$ cat src/rtl/input_packer.sv
// Collects NUM_INPUTS 32-bit words into one wide vector and holds it until downstream takes it.
// Optional INPUT_RELU_EN: negative input words are clamped to zero before they are stored.
module input_packer #(
   parameter int NUM_INPUTS = 4
) (
   input  logic                                 clk,
   input  logic                                 rst,
   input  logic [31:0]                          in_data,
   input  logic                                 in_valid,
   output logic                                 in_ready,
   input  logic                                 flush,
   output logic [NUM_INPUTS*32-1:0]             out_vec,
   output logic                                 out_valid,
   input  logic                                 out_ready,
   output logic [$clog2(NUM_INPUTS+1)-1:0]      word_count
);

   localparam int CW = $clog2(NUM_INPUTS + 1);

   typedef enum logic [1:0] {
      S_EMPTY = 2'd0,
      S_FILL  = 2'd1,
      S_FULL  = 2'd2
   } state_t;

   state_t          state_q, state_d;
   logic [CW-1:0]   count_q, count_d;
   logic [31:0]     slot_q [NUM_INPUTS];
   logic [31:0]     slot_d [NUM_INPUTS];
   logic [31:0]     word_in;
   logic            accept;

`ifdef INPUT_RELU_EN
   assign word_in = in_data[31] ? 32'h0000_0000 : in_data;
`else
   assign word_in = in_data;
`endif

   assign in_ready   = (state_q != S_FULL);
   assign out_valid  = (state_q == S_FULL);
   assign word_count = count_q;
   assign accept     = in_valid && in_ready && !flush;

   always_comb begin
      state_d = state_q;
      count_d = count_q;
      if (flush) begin
         state_d = S_EMPTY;
         count_d = '0;
      end else begin
         case (state_q)
            S_EMPTY, S_FILL: begin
               if (accept) begin
                  count_d = count_q + 1'b1;
                  state_d = (count_q == CW'(NUM_INPUTS - 1)) ? S_FULL : S_FILL;
               end
            end
            S_FULL: begin
               // The release cycle never accepts: in_ready is low throughout FULL.
               if (out_ready) begin
                  state_d = S_EMPTY;
                  count_d = '0;
               end
            end
            default: begin
               state_d = S_EMPTY;
               count_d = '0;
            end
         endcase
      end
   end

   // Only the slot addressed by the current count is written; all others keep stale data.
   for (genvar gi = 0; gi < NUM_INPUTS; gi++) begin : g_slot
      assign slot_d[gi] = (accept && (count_q == CW'(gi))) ? word_in : slot_q[gi];
      assign out_vec[gi*32 +: 32] = slot_q[gi];
   end

   always_ff @(posedge clk) begin
      if (rst) begin
         state_q <= S_EMPTY;
         count_q <= '0;
         for (int i = 0; i < NUM_INPUTS; i++) begin
            slot_q[i] <= 32'h0000_0000;
         end
      end else begin
         state_q <= state_d;
         count_q <= count_d;
         for (int i = 0; i < NUM_INPUTS; i++) begin
            slot_q[i] <= slot_d[i];
         end
      end
   end

endmodule

$ cat config.mk
export PLATFORM = sky130hd
export DESIGN_NAME = input_packer
export DESIGN_NICKNAME = d
export VERILOG_FILES = /design/src/rtl/input_packer.sv
export SDC_FILE = /design/constraint.sdc
export NUM_CORES = 1
export LEC_CHECK = 0
export ABC_AREA = 1
export CAP_MARGIN = 30
export CELL_PAD_IN_SITES_DETAIL_PLACEMENT = 1
export CELL_PAD_IN_SITES_GLOBAL_PLACEMENT = 2
export CORE_UTILIZATION = 25
export CTS_CLUSTER_SIZE = 24
export DETAILED_ROUTE_END_ITERATION = 6
export GPL_TIMING_DRIVEN = 0
export PLACE_DENSITY_LB_ADDON = 0.1
export SETUP_SLACK_MARGIN = 0.5
export SLEW_MARGIN = 30
export SYNTH_ARGS = -nofsm -noshare
export SYNTH_HDL_FRONTEND = slang
export SYNTH_SLANG_ARGS = --single-unit
$ cat constraint.sdc
create_clock -name clk -period 1.6 [get_ports clk]
set_input_delay 0.48 -clock clk [delete_from_list [all_inputs] [get_ports clk]]
set_output_delay 0.48 -clock clk [all_outputs]
set_load 0.1 [all_outputs]
==> impl_results.md <==
* Run status: finished, violations left
* Violated checks: setup timing
* Number of nets in the final layout at 1317
* Max H-tree Level at 4
* LEAKAGE at 5.93 nW
* Post-route DRC at 0
* Unrepaired setup endpoints after global routing: true
* Final cycle utilization of the critical path at 116%
* Average wire length per cell after detail routing at 16.8 um
* Remaining antenna violation count after routing at 0
* Number of warning messages in the yosys log at 0
* Core utilization of the finished layout at between 50% and 60%
* Total Power Consumption at 0.00985 W
* Final-report max-slew violation count at 0
* Post-Layout Cell Count at 1618
* Fraction of synthesized cell area taken by the top area cell type at 41.7%
* Detailed-route via count at 6966
* Layout overhead on the synthesized area at 106%
* Mapped Nets at 1055
* Pin count of the biggest net entering global routing at 17
* Worst skew pair latency at 0.43 ns
* Number of antenna violations at the first check in global routing at 0
* Core footprint at 25100 um^2
* All-layer global routing usage at 20.0%
* Antenna diode count at 0
* Worst relative slew slack at 79.8%
* Height of the die at 162 um
* Floorplan die width at 162 um
* Number of distinct library cells after synthesis at 19
* Cell taking the most area after synthesis: sky130_fd_sc_hd__dfxtp_1
* Highest-count cells in the layout ignoring fill and taps: sky130_fd_sc_hd__inv_1, sky130_fd_sc_hd__buf_12, sky130_fd_sc_hd__nand2_1
* Number of hold-slack violations in the final timing report at 0
* Via count of the first global-routing pass at 7073
* Initial cell density of the core at 25.4%
* Number of filler cells placed in the layout at 2866
* Number of buffers added to fix hold violations after cts at 0
* Global-route wire length before repair at 39600 um
* Routability congestion estimate at approximately 0.73
* Category of the worst setup path capture point: output port
* Max VDD drop at 0.483 mV
* Area contributors post-synth: sky130_fd_sc_hd__dfxtp_1, sky130_fd_sc_hd__nand2_1, sky130_fd_sc_hd__inv_1
* Part of the Yosys area used for sequential elements at between 40% and 50%
* Avg Inst Size Synth at between 6 and 7 um^2
* Routed vias/inst at 4.31
* Placement Rows at 58
* Final Routed Wirelength at 27200 um
* Required arrival time at the worst endpoint at 1.12 ns
* Category of the most critical setup path: flop to output port
* Maximum count of clock buffers along a single path at 2
* Post-Synthesis Cells at 1013
* # port buffers at roughly 170
* Total of flip-flops plus latches after synthesis at 133
* Max cap viols at 0
* Half-perimeter wire length after detailed placement at roughly 17000 um
* Area enclosed by the die boundary at 26200 um^2
* Most common library cell in the layout ignoring fill and taps: sky130_fd_sc_hd__inv_1
* HP Class: flop to flop
* Clock slew at the register clock pins of the worst setup and hold paths at 0.06 ns
* Number of instances in the placed design at between 1500 and 2000
* Grt total ovfl at 0
* Starting DRC count in detailed routing at around 170
* Ratio of cells with drive above 1 in the final layout at 56.2%
* Arrival time reported for the critical path endpoint at 1.38 ns
* Clock Skews at around 0.011 ns
* Worst setup SP type: flop
* Cell Pwr Density at 748 nW/um^2
* Summed negative setup slack over all endpoints at -0.765 ns
* Library cell used as clock root buffer: sky130_fd_sc_hd__clkbuf_16
* Worst-path maximum fanout at 3
* Worst setup slack after layout at -0.258 ns
* # setup viols final at 20
* Final worst path period need at 1.86 ns
* Max frequency at 538 MHz
* Sink Count at 133
* Io pins at 170
* Number of buffers inserted during clock tree synthesis at 17
* Post-synthesis instance area at 6380 um^2
* Worst hold-check slack at a little under 0.5 ns
* CTS tree: done
* Detailed-router iteration count before antenna repair at 4
* Worst slew pin tran at 0.304 ns
report_power, final:
| part | total, W | switching [W] | leakage [nW] | internal [W] |
|---|---|---|---|---|
| clock | 0.00429 | 0.00164 | 0.302 | 0.00265 |
| sequential | 0.00343 | 0.000104 | 1.16 | 0.00332 |
| combinational | 0.00213 | 0.00131 | 4.47 | 0.000822 |
logic make-up (layout without fill, tap and decap cells):
family / count (synthesis) / count (layout) / share of synthesized area [%]
AOI/OAI and AO/OA: 3 / 3 / 0.235
adders and majority gates: 5 / 5 / 0.980
buffers and inverters: 329 / 603 / 20.6
DFF: 133 / 133 / 41.7
and+or+nand+nor: 543 / 544 / 36.5
registers in the layout, indices dropped and copies added, names as in the netlist:
name        flops
word_count      3
state_q         2
slot_q        128
per-layer routing:
| layer | GRT usage, % | wire length (um) | vias to the layer above |
|---|---|---|---|
| met1 | 24.3 | 11700 | 3311 |
| li1 | - | - | 3485 |
| met5 | 0 | 0 | - |
| met3 | 3.93 | 861 | 40 |
| met4 | 6.60 | 542 | 0 |
| met2 | 35.3 | 14100 | 130 |
worst max-delay path: stages (launching register included):
cell                         delay, ns
sky130_fd_sc_hd__dfxtp_2          0.32
sky130_fd_sc_hd__inv_2            0.07
sky130_fd_sc_hd__nand2_4          0.06
sky130_fd_sc_hd__buf_8            0.12
sky130_fd_sc_hd__buf_12           0.12
sky130_fd_sc_hd__clkinvlp_4       0.07
sky130_fd_sc_hd__buf_12           0.16
cells in the mapped netlist:
library cell,instances
sky130_fd_sc_hd__inv_1,189
sky130_fd_sc_hd__clkbuf_1,9
sky130_fd_sc_hd__inv_2,80
sky130_fd_sc_hd__a21oi_1,2
sky130_fd_sc_hd__buf_2,37
sky130_fd_sc_hd__nand2_1,266
sky130_fd_sc_hd__buf_6,1
sky130_fd_sc_hd__nor2_1,166
sky130_fd_sc_hd__buf_1,6
sky130_fd_sc_hd__or2_2,1
sky130_fd_sc_hd__nand3b_1,1
sky130_fd_sc_hd__ha_1,5
sky130_fd_sc_hd__o21ai_0,1
sky130_fd_sc_hd__nand3_1,5
sky130_fd_sc_hd__dfxtp_1,133
sky130_fd_sc_hd__nor2_2,4
sky130_fd_sc_hd__nand3_2,4
sky130_fd_sc_hd__buf_4,7
sky130_fd_sc_hd__nand4_1,96
area by class of cell:
| cell class | instances | area (um^2) | area share [%] |
|---|---|---|---|
| Sequential cell | 133 | 3010 | 22.9 |
| Tap cell | 330 | 413 | 3.14 |
| Buffer | 60 | 644 | 4.90 |
| Clock inverter | 13 | 180 | 1.37 |
| Clock buffer | 19 | 443 | 3.37 |
| Multi-Input combinational cell | 552 | 3390 | 25.8 |
| Inverter | 269 | 1030 | 7.82 |
| Timing Repair Buffer | 242 | 4050 | 30.7 |
repair_timing:
action / 4_1_cts / 5_1_grt
buffers inserted: 27 / 28
pin swaps: 69 / 92
cloned: 9 / 10
gates resized for setup: 1410 / 268
setup endpoints to repair: 266 / 266
worst paths after layout:
kind | startpoint | endpoint | slack (ns) | cells past startpoint
setup / recovery | state_q[0] | out_valid | -0.26 | 6
hold / removal | state_q[0] | state_q[0] | 0.49 | 2
setup reg to reg | word_count[1] | slot_q[3][12] | -0.04 | 10
hold reg to reg | state_q[0] | state_q[0] | 0.49 | 2
stage by stage:
step,worst slack [ns],area [um^2]
global placement,-0.821,8870
global route,-0.303,13200
finish,-0.258,13200
detailed placement,-0.826,8850
floorplan,-0.0692,6760
CTS,-0.282,11800
(Power assumes the default switching activity.)
